===== src/rtl/dac_spi_pkg.sv =====
// Shared constants, command codes, FSM encoding and frame layout for the DAC SPI responder.
package dac_spi_pkg;

    localparam int unsigned FRAME_BITS_DEF = 24;
    localparam int unsigned NUM_CH         = 8;
    localparam int unsigned CH_W           = 3;
    localparam int unsigned DATA_W         = 16;
    localparam int unsigned SHIFT_W        = 24;
    localparam int unsigned BITCNT_W       = 6;

    typedef enum logic [3:0] {
        CMD_NOP     = 4'h0,
        CMD_WR_IN   = 4'h1,
        CMD_UPD_DAC = 4'h2,
        CMD_WR_UPD  = 4'h3
    } cmd_e;

    typedef enum logic [1:0] {
        ST_IDLE   = 2'd0,
        ST_SHIFT  = 2'd1,
        ST_DECODE = 2'd2
    } state_e;

    typedef struct packed {
        cmd_e              cmd;
        logic [3:0]        addr;
        logic [DATA_W-1:0] data;
    } frame_t;

endpackage


===== src/rtl/spi_sync_edge.sv =====
// Two-flop synchronizer for an asynchronous SPI pin plus one extra stage for edge detection.
module spi_sync_edge #(
    parameter logic RST_VAL = 1'b0
) (
    input  logic clk,
    input  logic reset_,
    input  logic din,
    output logic dout,
    output logic rise_c,
    output logic fall_c
);

    logic meta_q;
    logic sync_q;
    logic prev_q;

    // Synchronize the pin, then keep one delayed copy to compare against.
    always_ff @(posedge clk or negedge reset_) begin
        if (!reset_) begin
            meta_q <= RST_VAL;
            sync_q <= RST_VAL;
            prev_q <= RST_VAL;
        end else begin
            meta_q <= din;
            sync_q <= meta_q;
            prev_q <= sync_q;
        end
    end

    assign dout   = sync_q;
    assign rise_c = sync_q & ~prev_q;
    assign fall_c = ~sync_q & prev_q;

endmodule


===== src/rtl/dac_spi_responder.sv =====
// Octal 16-bit DAC input-stage model: oversampled SPI slave, frame decode, input/DAC registers.
// Optional build macro DAC_RSP_SDO_EN enables daisy-chain readback on sdo; otherwise sdo is tied 0.
module dac_spi_responder
    import dac_spi_pkg::*;
#(
    parameter int unsigned FRAME_BITS = FRAME_BITS_DEF,
    parameter int unsigned CNT_W      = 16
) (
    input  logic              clk,
    input  logic              reset_,
    input  logic              sclk,
    input  logic              sdin,
    input  logic              sync_,
    input  logic              ldac_,
    output logic              sdo,
    output logic [DATA_W-1:0] dac1,
    output logic [DATA_W-1:0] dac2,
    output logic [DATA_W-1:0] dac3,
    output logic [DATA_W-1:0] dac4,
    output logic [DATA_W-1:0] dac5,
    output logic [DATA_W-1:0] dac6,
    output logic [DATA_W-1:0] dac7,
    output logic [DATA_W-1:0] dac8,
    output logic              frame_valid,
    output logic              frame_err,
    output logic              cmd_err,
    output logic [7:0]        last_cmd,
    output logic [CNT_W-1:0]  frame_cnt
);

    state_e                state_q;
    state_e                state_d;
    logic [SHIFT_W-1:0]    shreg_q;
    logic [BITCNT_W-1:0]   bit_cnt_q;
    logic [DATA_W-1:0]     in_reg_q  [NUM_CH];
    logic [DATA_W-1:0]     dac_reg_q [NUM_CH];

    logic                  sclk_s;
    logic                  sclk_rise_c;
    logic                  sclk_fall_c;
    logic                  sync_s;
    logic                  sync_rise_c;
    logic                  sync_fall_c;
    logic [1:0]            sdin_ff;
    logic [1:0]            ldac_ff;
    logic                  sdin_s;
    logic                  ldac_s;

    frame_t                frm_c;
    logic [CH_W-1:0]       ch_c;
    logic                  len_ok_c;
    logic                  cmd_ok_c;
    logic                  decode_ok_c;
    logic                  wr_in_c;
    logic                  wr_dac_c;
    logic                  upd_dac_c;
    logic                  unused_sig;

    spi_sync_edge #(.RST_VAL(1'b0)) u_sclk_sync (
        .clk    (clk),
        .reset_ (reset_),
        .din    (sclk),
        .dout   (sclk_s),
        .rise_c (sclk_rise_c),
        .fall_c (sclk_fall_c)
    );

    // sync_ idles high, so its synchronizer resets high to avoid a phantom frame after reset.
    spi_sync_edge #(.RST_VAL(1'b1)) u_sync_sync (
        .clk    (clk),
        .reset_ (reset_),
        .din    (sync_),
        .dout   (sync_s),
        .rise_c (sync_rise_c),
        .fall_c (sync_fall_c)
    );

    // Level-only synchronizers for data and load pins.
    always_ff @(posedge clk or negedge reset_) begin
        if (!reset_) begin
            sdin_ff <= 2'b00;
            ldac_ff <= 2'b11;
        end else begin
            sdin_ff <= {sdin_ff[0], sdin};
            ldac_ff <= {ldac_ff[0], ldac_};
        end
    end

    assign sdin_s = sdin_ff[1];
    assign ldac_s = ldac_ff[1];

    // FSM state register.
    always_ff @(posedge clk or negedge reset_) begin
        if (!reset_) begin
            state_q <= ST_IDLE;
        end else begin
            state_q <= state_d;
        end
    end

    // FSM next-state: open on sync_ low, close on sync_ rising, decode for one cycle.
    always_comb begin
        state_d = state_q;
        unique case (state_q)
            ST_IDLE:   if (!sync_s)     state_d = ST_SHIFT;
            ST_SHIFT:  if (sync_rise_c) state_d = ST_DECODE;
            ST_DECODE:                  state_d = ST_IDLE;
            default:                    state_d = ST_IDLE;
        endcase
    end

    // Shift MSB-first on sclk falling; a fall coinciding with sync_ rising is not taken.
    always_ff @(posedge clk or negedge reset_) begin
        if (!reset_) begin
            shreg_q   <= '0;
            bit_cnt_q <= '0;
        end else if (state_q == ST_IDLE) begin
            bit_cnt_q <= '0;
        end else if (state_q == ST_SHIFT && sclk_fall_c && !sync_rise_c) begin
            shreg_q <= {shreg_q[SHIFT_W-2:0], sdin_s};
            if (bit_cnt_q != '1) begin
                bit_cnt_q <= bit_cnt_q + BITCNT_W'(1);
            end
        end
    end

    assign frm_c       = frame_t'(shreg_q);
    assign ch_c        = frm_c.addr[CH_W-1:0];
    assign len_ok_c    = (bit_cnt_q >= BITCNT_W'(FRAME_BITS));
    assign cmd_ok_c    = (frm_c.addr < 4'(NUM_CH)) &&
                         (frm_c.cmd inside {CMD_NOP, CMD_WR_IN, CMD_UPD_DAC, CMD_WR_UPD});
    assign decode_ok_c = (state_q == ST_DECODE) && len_ok_c && cmd_ok_c;

    // Register-file write enables for an accepted frame.
    always_comb begin
        wr_in_c   = 1'b0;
        wr_dac_c  = 1'b0;
        upd_dac_c = 1'b0;
        if (decode_ok_c) begin
            unique case (frm_c.cmd)
                CMD_WR_IN: begin
                    wr_in_c  = 1'b1;
                    wr_dac_c = !ldac_s;
                end
                CMD_UPD_DAC: upd_dac_c = 1'b1;
                CMD_WR_UPD: begin
                    wr_in_c  = 1'b1;
                    wr_dac_c = 1'b1;
                end
                default: ;
            endcase
        end
    end

    // Input and DAC register banks.
    always_ff @(posedge clk or negedge reset_) begin
        if (!reset_) begin
            in_reg_q  <= '{default: '0};
            dac_reg_q <= '{default: '0};
        end else begin
            if (wr_in_c) begin
                in_reg_q[ch_c] <= frm_c.data;
            end
            if (wr_dac_c) begin
                dac_reg_q[ch_c] <= frm_c.data;
            end else if (upd_dac_c) begin
                dac_reg_q[ch_c] <= in_reg_q[ch_c];
            end
        end
    end

    // Status pulses, last command byte and valid-frame counter.
    always_ff @(posedge clk or negedge reset_) begin
        if (!reset_) begin
            frame_valid <= 1'b0;
            frame_err   <= 1'b0;
            cmd_err     <= 1'b0;
            last_cmd    <= '0;
            frame_cnt   <= '0;
        end else begin
            frame_valid <= 1'b0;
            frame_err   <= 1'b0;
            cmd_err     <= 1'b0;
            if (state_q == ST_DECODE) begin
                if (!len_ok_c) begin
                    frame_err <= 1'b1;
                end else begin
                    frame_valid <= 1'b1;
                    last_cmd    <= shreg_q[SHIFT_W-1 -: 8];
                    frame_cnt   <= frame_cnt + CNT_W'(1);
                    cmd_err     <= !cmd_ok_c;
                end
            end
        end
    end

    assign dac1 = dac_reg_q[0];
    assign dac2 = dac_reg_q[1];
    assign dac3 = dac_reg_q[2];
    assign dac4 = dac_reg_q[3];
    assign dac5 = dac_reg_q[4];
    assign dac6 = dac_reg_q[5];
    assign dac7 = dac_reg_q[6];
    assign dac8 = dac_reg_q[7];

`ifdef DAC_RSP_SDO_EN
    logic sdo_q;

    // Daisy-chain echo: present the oldest shifted bit on each sclk rising, zero outside a frame.
    always_ff @(posedge clk or negedge reset_) begin
        if (!reset_) begin
            sdo_q <= 1'b0;
        end else if (state_q != ST_SHIFT) begin
            sdo_q <= 1'b0;
        end else if (sclk_rise_c) begin
            sdo_q <= shreg_q[SHIFT_W-1];
        end
    end

    assign sdo        = sdo_q;
    assign unused_sig = ^{sclk_s, sync_fall_c};
`else
    assign sdo        = 1'b0;
    assign unused_sig = ^{sclk_s, sync_fall_c, sclk_rise_c};
`endif

endmodule


===== config.mk =====
export PLATFORM = sky130hd
export DESIGN_NAME = dac_spi_responder
export DESIGN_NICKNAME = d
export VERILOG_FILES = /design/src/rtl/dac_spi_pkg.sv /design/src/rtl/spi_sync_edge.sv /design/src/rtl/dac_spi_responder.sv
export SDC_FILE = /design/constraint.sdc
export NUM_CORES = 1
export LEC_CHECK = 0
export BUFFER_PORTS_ARGS = -buffer_cell sky130_fd_sc_hd__buf_2
export CORE_ASPECT_RATIO = 0.7
export CORE_MARGIN = 2
export CORE_UTILIZATION = 58
export DETAILED_ROUTE_END_ITERATION = 7
export PLACE_DENSITY = 0.79
export RECOVER_POWER = 100
export SLEW_MARGIN = 0
export SYNTH_ARGS = -nofsm -noshare
export SYNTH_HDL_FRONTEND = slang
export SYNTH_HIERARCHICAL = 1
export SYNTH_SLANG_ARGS = --single-unit

===== constraint.sdc =====
create_clock -name clk -period 3.23 [get_ports clk]
set_clock_uncertainty 0.1 [all_clocks]
set_input_delay 0.646 -clock clk [delete_from_list [all_inputs] [get_ports clk]]
set_output_delay 0.646 -clock clk [all_outputs]
set_load 0.02 [all_outputs]

Yosys cells after proc, flatten, opt, wreduce, memory -nomap -nowiden
Cells that the tools add are included.
{"block": "classes", "reduce_logical": 20, "n_eq_ne": 8, "muxes": 28, "add_sub_neg": 2, "bitwise": 6, "order_cmp": 4}
{"operator": "$bwmux 128", "n": 3}
{"operator": "$mux 128", "n": 2}
{"operator": "$bmux 16 s3", "n": 1}
{"operator": "$demux 16 s3", "n": 1}
{"operator": "$mux 16", "n": 3}
{"operator": "$mux 6", "n": 3}
{"operator": "$add 16x1->16 const B", "n": 1}
{"operator": "$mux 1", "n": 11}
{"operator": "$eq 4x2->1 const B", "n": 2}
{"operator": "$reduce_and 2->1", "n": 4}
{"operator": "$add 6x1->6 const B", "n": 1}
{"operator": "$ge 6x5->1 const B", "n": 1}
{"operator": "$logic_and 1x1->1", "n": 6}
{"operator": "$ne 6x6->1 const B", "n": 1}
{"operator": "$reduce_bool 2->1", "n": 3}
{"operator": "$eq 4x1->1 const B", "n": 1}
{"operator": "$ge 4x4->1 const B", "n": 1}
{"operator": "$logic_not 4->1", "n": 1}
{"operator": "$lt 4x1->1 const B", "n": 1}
{"operator": "$lt 4x4->1 const B", "n": 1}
{"operator": "$mux 2", "n": 2}
{"operator": "$ne 2x2->1 const B", "n": 2}
{"operator": "$not 3->4", "n": 1}
{"operator": "$pmux 2 s2", "n": 1}
{"operator": "other kinds (9)", "n": 14}
{"block": "word_totals", "inputBits": 6, "ff_bits": 325, "elab_cells": 100}

Depth between registers and ports, before layout
Gate-level depths: netlist of run 1.
{"block": "depth", "depth_word": 8, "ltp_mapped": 9, "mapped_depth_nobuf": 6}

Cells and area by module
Netlist of run 1, hierarchy kept.
{"module": "dac_spi_responder", "cells_per_inst": 964, "area_per_inst_um2": 13456.7, "seq_area_each_um2": 7985.2, "instances": 1}
{"module": "spi_sync_edge at u_sync_sync", "cells_per_inst": 5, "area_per_inst_um2": 93.8, "seq_area_each_um2": 78.8, "instances": 1}
{"module": "spi_sync_edge at u_sclk_sync", "cells_per_inst": 5, "area_per_inst_um2": 90.1, "seq_area_each_um2": 75.1, "instances": 1}

Least setup slack after synthesis of run 1
No wires, ideal clock.
{"block": "synth_timing", "path_kind": "reg2reg", "start": "register shreg_q[23] (netlist: frm_c[23])", "end": "register dac_reg_q (netlist bit dac1[10])", "path_slack_ps": 584, "t_arrival_ps": 2422, "required_ps": 3005, "stages_incl_launch_ff": 9, "period_less_slack_ps": 2646, "path_cell_list": "dfrtp_1 -> or3_1 -> or4b_1 -> clkbuf_1 -> or2_1 -> buf_6 -> buf_6 -> mux2_4 -> mux2_2"}
{"block": "synth_between", "elab_chain_len": 6}
{"item": "start: declaration", "line": "dac_spi_responder.sv:33", "text": "logic [SHIFT_W-1:0] shreg_q;"}
{"item": "start signal: assignment", "line": "dac_spi_responder.sv:120", "text": "shreg_q <= {shreg_q[SHIFT_W-2:0], sdin_s};"}
{"item": "$eq 4x1->1, or another cell as far along", "line": "dac_spi_responder.sv:131, dac_spi_responder.sv:140"}
{"item": "$reduce_bool 4->1", "line": "dac_spi_responder.sv:131", "text": "(frm_c.cmd inside {CMD_NOP, CMD_WR_IN, CMD_UPD_DAC, CMD_WR_UPD});"}
{"item": "$logic_and 1x1->1", "line": "dac_spi_responder.sv:130", "text": "assign cmd_ok_c = (frm_c.addr < 4'(NUM_CH)) &&"}
{"item": "$logic_and 1x1->1", "line": "dac_spi_responder.sv:132", "text": "assign decode_ok_c = (state_q == ST_DECODE) && len_ok_c && cmd_ok_c;"}
{"item": "$mux 1", "line": "dac_spi_responder.sv:139", "text": "if (decode_ok_c) begin"}
{"item": "$mux 128 or $reduce_bool 2->1 (tied branches)"}
{"item": "end signal: indexed assignment", "line": "dac_spi_responder.sv:165", "text": "dac_reg_q[ch_c] <= frm_c.data;"}
{"item": "end signal: indexed assignment", "line": "dac_spi_responder.sv:167", "text": "dac_reg_q[ch_c] <= in_reg_q[ch_c];"}
{"item": "end: declaration", "line": "dac_spi_responder.sv:36", "text": "logic [DATA_W-1:0] dac_reg_q [NUM_CH];"}
Parallel ways exist; a longest one is shown, timed or not.
A chain may end at the register's enable or synchronous reset.

Worst setup path in the final report of run 1
{"block": "layout_timing", "start": "register shreg_q[18] (netlist: frm_c[18])", "end": "register dac_reg_q (netlist bit dac1[6])"}
{"block": "layout_between", "elab_chain_len": 8}
{"item": "$not 3->4 (implied by the code)", "line": "dac_spi_responder.sv:165, dac_spi_responder.sv:167"}
{"item": "$ge 4x4->1 (implied by the code) or $lt 4x1->1 (tied branches)", "line": "dac_spi_responder.sv:165, dac_spi_responder.sv:167"}
{"item": "$logic_and 1x1->1 (implied by the code)", "line": "dac_spi_responder.sv:165, dac_spi_responder.sv:167"}
{"item": "$mux 16 (implied by the code)", "line": "dac_spi_responder.sv:165, dac_spi_responder.sv:167"}
{"item": "$demux 16 s3", "line": "dac_spi_responder.sv:165, dac_spi_responder.sv:167"}
{"item": "$bwmux 128", "line": "dac_spi_responder.sv:167"}
{"item": "$mux 128", "line": "dac_spi_responder.sv:166", "text": "end else if (upd_dac_c) begin"}
{"item": "$mux 128", "line": "dac_spi_responder.sv:164", "text": "if (wr_dac_c) begin"}
Parallel ways exist; a longest one is shown, timed or not. The select of a mux whose other input is x is not followed.

==> impl_metrics.env, run 1 <==
export IMPL_grt_overflow_total=0
export IMPL_crit_arrival_ps=3410
export IMPL_fmax_ghz=0.333
export IMPL_setup_tns_ps=0
export IMPL_die_h_um=132
export IMPL_clockBufferDepth=3
export IMPL_clkSlewWorstSetupHoldPaths_ps=70
export IMPL_final_layout_size_suffix_gt1_share_pct=33.4
export IMPL_rsz0062_at_grt="false"
export IMPL_cts_resized=0
export IMPL_fillCellCount=1684
export IMPL_grt_max_degree=77
export IMPL_die_area_sq_mm=0.0248
export IMPL_drtIter0Drc=638
export IMPL_start_kind="register"
export IMPL_io_buffer_count=160
export IMPL_max_cap_viol_count=1
export IMPL_whs_ps=78.0
export IMPL_cts_buffers=31
export IMPL_grt_pass1_vias=8940
export IMPL_dp_slack_ps=358
export IMPL_wire_per_inst_um=21.9
export IMPL_antenna_found_initial=0
export IMPL_io_pins=162
export IMPL_multiInputGateArea_sq_mm=0.00515
export IMPL_critPathSlowestCell="dfrtp_1"
export IMPL_cts_root_buf="clkbuf_16"
export IMPL_seqCellArea_sq_mm=0.00814
export IMPL_cp_required_ps=3640
export IMPL_place_gp_congestion=0.816
export IMPL_syn_area_per_cell_sq_um=14.0
export IMPL_initial_utilization_pct=59.6
export IMPL_syn_nets=981
export IMPL_setup_viol=0
export IMPL_crit_type="register to register"
export IMPL_critPathMaxFanout=17
export IMPL_syn_to_final_growth_pct=14.8
export IMPL_worst_pin_slew_ps=1530
export IMPL_place_hpwl_um=21100
export IMPL_p_total_mw=8.08
export IMPL_synth_area_sq_mm=0.0136
export IMPL_htreeDepth=1
export IMPL_synthCells=972
export IMPL_cts_sinks=325
export IMPL_setup_slack_ps=230
export IMPL_hold_viol=0
export IMPL_crit_family="flip-flops"
export IMPL_p_leak_nw=7.53
export IMPL_core_area_sq_mm=0.0228
export IMPL_final_core_util_pct=68.5
export IMPL_status="finished with violations"
export IMPL_clock_latency_ps=570
export IMPL_worst_path_buf_inv=1
export IMPL_diodes=0
export IMPL_yosys_warnings=6
export IMPL_grtUsageTotal_pct=26.2
export IMPL_vdd_drop_max_mv=0.500
export IMPL_max_slew_margin_pct=-2.04
export IMPL_finalNetCount=1147
export IMPL_failed_checks="max-capacitance violations, max-slew violations"
export IMPL_crit_chain="clkbuf_1, nor2b_1, a22oi_1, o221ai_1, mux2_1, mux2_2"
export IMPL_power_density_mw_per_mm2=516
export IMPL_grt_first_pass_wirelength_um=51300
export IMPL_slowest_delay_ps=830
export IMPL_hold_class="primary input to register"
export IMPL_min_period_ps=3000
export IMPL_endpoint_kind="register"
export IMPL_num_vias=8788
export IMPL_tritoncts="built"
export IMPL_drv_slew=57
export IMPL_rows=46
export IMPL_detail_route_drc_violations=0
export IMPL_die_width_um=187
export IMPL_routed_wl_um=32300
export IMPL_fin_crit_sh_pct=92.9
export IMPL_viasPerCell=5.96
export IMPL_postRouteAntennaNets=0
export IMPL_dr_pass1_iters=5
## cell usage in the layout (no fill, tap or decap), types with 3 or more instances in the layout
cell	count
xor2_1	6
mux2_1	13
nand3_1	10
ha_1	3
a221oi_1	7
nor2b_1	8
and3_1	7
nor2_1	26
clkbuf_2	9
a22oi_1	5
dfstp_2	4
a31oi_1	4
o31ai_1	8
buf_4	21
nand2b_1	10
nand4b_1	3
mux4_2	3
buf_12	3
o21ai_0	17
a221o_1	3
o221ai_1	6
a21oi_1	4
clkinv_2	6
a22o_1	3
nor3_1	6
clkbuf_1	169
clkbuf_16	31
nand4_1	10
nand2_1	51
o22ai_1	3
xnor2_1	12
clkbuf_8	5
dfrtp_1	318
mux2i_1	22
inv_1	13
buf_2	4
mux2_2	280
o221a_2	4
## worst paths after layout
path                                        from                         to  slack (ps)  depth (start not counted)
max                        frm_c[18]$_DFFE_PN0P_        dac1[6]$_DFFE_PN0P_         230                          6
min                                        ldac_       ldac_ff[0]$_DFF_PN1_          80                          1
max reg2reg                frm_c[18]$_DFFE_PN0P_        dac1[6]$_DFFE_PN0P_         230                          6
min reg2reg                 sdin_ff[0]$_DFF_PN0_       sdin_ff[1]$_DFF_PN0_         230                          0
max in group asynchronous                 reset_        dac7[8]$_DFFE_PN0P_         610                          3
min in group asynchronous                 reset_  in_reg_q[126]$_DFFE_PN0P_         910                          2
## final cells by class
type / instances / share of cell area, %
Sequential cell: 325 / 52.0
Multi-Input combinational cell: 567 / 32.9
Timing Repair Buffer: 200 / 5.80
Clock buffer: 45 / 5.61
Tap cell: 312 / 2.49
Clock inverter: 13 / 0.840
Inverter: 13 / 0.312
## state kept, by name, indices dropped and copies added, names as in the netlist, 2 cells and up
name,flops
bit_cnt_q,6
dac2,16
dac7,16
dac1,16
ldac_ff,2
dac3,16
last_cmd,8
frame_cnt,16
dac4,16
dac8,16
dac6,16
frm_c,24
sdin_ff,2
state_q,2
in_reg_q,128
dac5,16
## repair_timing
action / 4_1_cts / 5_1_grt
hold buffers: 1 / 0
hold endpoints to repair: 52 / 0
buffers inserted: 0 / 0
setup endpoints to repair: 0 / 0
## per-layer routing
layer / vias up / track usage [%] / wire (um)
met5: - / 0 / 0
met2: 352 / 39.7 / 14400
met4: 0 / 4.94 / 571
met1: 4561 / 40.5 / 14900
met3: 54 / 4.47 / 2490
li1: 3821 / - / -
## power breakdown
group,leakage (nW),switching (mW),internal (mW)
clock network,0.494,1.54,2.05
logic,2.54,0.118,0.0709
registers,4.50,0.163,4.13
## stage by stage
step / instance area (sq um) / instances
2_1_floorplan: 13600 / 972
3_3_place_gp: 14900 / 1416
3_5_place_dp: 14900 / 1416
4_1_cts: 15900 / 1475
5_1_grt: 15600 / 1475
6_report: 15600 / 1475
Note: power is estimated with default switching activity, not from simulation.
==> run 2: changes to the inputs <==
--- a/config.mk
+++ b/config.mk
@@ -8,9 +8,8 @@
 export BUFFER_PORTS_ARGS = -buffer_cell sky130_fd_sc_hd__buf_2
 export CORE_ASPECT_RATIO = 0.7
 export CORE_MARGIN = 2
-export CORE_UTILIZATION = 58
+export CORE_UTILIZATION = 30
 export DETAILED_ROUTE_END_ITERATION = 7
-export PLACE_DENSITY = 0.79
 export RECOVER_POWER = 100
 export SLEW_MARGIN = 0
 export SYNTH_ARGS = -nofsm -noshare
==> run 2 against run 1 <==
The flow still finishes with violations (max-capacitance violations, max-slew violations). Maximum frequency decreased by 1.6%. Global-route usage decreased by 12 points. Register-to-register slack worse by 50 ps.
==> impl_metrics.env, run 2 (synthesis gave the netlist of run 1 again) <==
export IMPL_critPathSlowestCell="a21oi_1"
export IMPL_wire_per_inst_um=19.4
export IMPL_worstHoldStart="ldac_"
export IMPL_tritoncts="built"
export IMPL_hold_viol=0
export IMPL_start_kind="register"
export IMPL_grt_overflow_total=0
export IMPL_grtUsageTotal_pct=14.6
export IMPL_cts_root_buf="clkbuf_16"
export IMPL_fin_area_sq_mm=0.0163
export IMPL_antenna_found_initial=1
export IMPL_crit_chain="or3_1, or4b_1, or2_0, buf_4, a21oi_1, mux2_2"
export IMPL_clkSlewWorstSetupHoldPaths_ps=60
export IMPL_dp_slack_ps=251
export IMPL_cts_hold_buf=1
export IMPL_cp_startpoint="frm_c[23]$_DFFE_PN0P_"
export IMPL_worst_pin_slew_ps=1610
export IMPL_final_core_util_pct=36.3
export IMPL_die_area_sq_mm=0.0472
export IMPL_num_vias=8542
export IMPL_drtIter0Drc=520
export IMPL_layout_common_cells="dfrtp_1 (318), mux2_2 (282), clkbuf_1 (172), nand2_1 (51), clkbuf_16 (38)"
export IMPL_fillCellCount=4419
export IMPL_final_layout_size_suffix_gt1_share_pct=34.1
export IMPL_failed_checks="max-capacitance violations, max-slew violations"
export IMPL_power_density_mw_per_mm2=541
export IMPL_rrSetupSlack_ps=180
export IMPL_post_cts_buffers=0
export IMPL_slowest_delay_ps=690
export IMPL_setup_slack_ps=181
export IMPL_layout_commonest_cell="dfrtp_1"
export IMPL_clock_latency_ps=520
export IMPL_largest_reg_flops=128
export IMPL_io_pins=162
export IMPL_setup_tns_ps=0
export IMPL_postRouteAntennaNets=0
export IMPL_seqCellArea_sq_mm=0.00814
export IMPL_cts_resized=0
export IMPL_crit_type="register to register"
export IMPL_clockBufferDepth=3
export IMPL_max_cap_viol_count=1
export IMPL_detail_route_drc_violations=0
export IMPL_status="finished with violations"
export IMPL_core_area_sq_mm=0.0450
export IMPL_vdd_drop_max_mv=0.277
export IMPL_stdcell_count=1782
export IMPL_dpl_cell_area_sq_mm=0.0153
export IMPL_min_period_ps=3050
export IMPL_htreeDepth=2
export IMPL_top_register="in_reg_q"
export IMPL_rows=65
export IMPL_multiInputGateArea_sq_mm=0.00514
export IMPL_place_gp_congestion=0.784
export IMPL_p_total_mw=8.82
export IMPL_cts_buffers=37
export IMPL_max_slew_margin_pct=-7.53
export IMPL_cp_required_ps=3590
export IMPL_place_hpwl_um=23200
export IMPL_crit_arrival_ps=3410
export IMPL_grt_max_degree=86
export IMPL_rsz0062_at_grt="false"
export IMPL_cts_sinks=325
export IMPL_syn_to_final_growth_pct=19.7
export IMPL_routed_wl_um=34600
export IMPL_dp_cells=1713
export IMPL_die_h_um=182
export IMPL_io_buffer_count=160
export IMPL_whs_ps=141
export IMPL_r2r_start="frm_c[23]$_DFFE_PN0P_"
export IMPL_setup_viol=0
export IMPL_dr_pass1_iters=5
export IMPL_endpoint_kind="register"
export IMPL_die_width_um=259
export IMPL_fmax_ghz=0.328
export IMPL_hold_class="primary input to register"
export IMPL_initial_utilization_pct=30.3
export IMPL_min_delay_path_depth=1
export IMPL_grt_first_pass_wirelength_um=53600
export IMPL_finalNetCount=1159
export IMPL_grt_pass1_vias=8691
export IMPL_fin_crit_sh_pct=94.4
export IMPL_critPathMaxFanout=16
export IMPL_p_leak_nw=7.67
export IMPL_r2r_cells=6
export IMPL_viasPerCell=4.79
export IMPL_drv_slew=62
run 2: changes by cell type in the layout (fill, tap and decap cells not counted), moves of 2 or more:
cell        change
mux2_2          +2
clkbuf_1        +3
nor2_2          +2
clkbuf_16       +7
buf_6           +2
clkbuf_8        +2
bufinv_16       +2
mux2_4          -2
clkbuf_4        -2
clkinvlp_4      -2
nor2_1          -2
buf_4           +2
run 2: per-layer routing:
layer,global-route usage (%),routed length (um)
met5,0,0
met3,2.46,1730
met1,21.5,16800
met2,22.3,15500
met4,3.38,486
run 2: power by group:
part / internal (mW) / switching, mW / total (mW)
Clock: 2.66 / 1.68 / 4.34
Combinational: 0.0663 / 0.119 / 0.185
Sequential: 4.13 / 0.158 / 4.29
run 2: worst paths after layout:
check / to
max: dac3[2]$_DFFE_PN0P_
min: ldac_ff[0]$_DFF_PN1_
max reg2reg: dac3[2]$_DFFE_PN0P_
min reg2reg: sdin_ff[1]$_DFF_PN0_
max in group asynchronous: dac5[15]$_DFFE_PN0P_
min in group asynchronous: in_reg_q[75]$_DFFE_PN0P_
run 2: critical path: cells and delay by family (launching register included):
| family | cells | cell delay, ps |
|---|---|---|
| AND/OR/NAND/NOR | 3 | 1270 |
| multiplexers | 1 | 290 |
| buffers and inverters | 1 | 230 |
| AO/OA/AOI/OAI | 1 | 690 |
| flip-flops | 1 | 400 |
run 2: layout make-up:
class                      instances  area share [%]
clock inverter                    12            1.17
clock buffer                      55            6.65
tap                              603            4.63
timing repair buffer             206            5.82
inverter                          13           0.299
antenna                            1          0.0153
sequential                       325            49.9
multi-input combinational        567            31.5
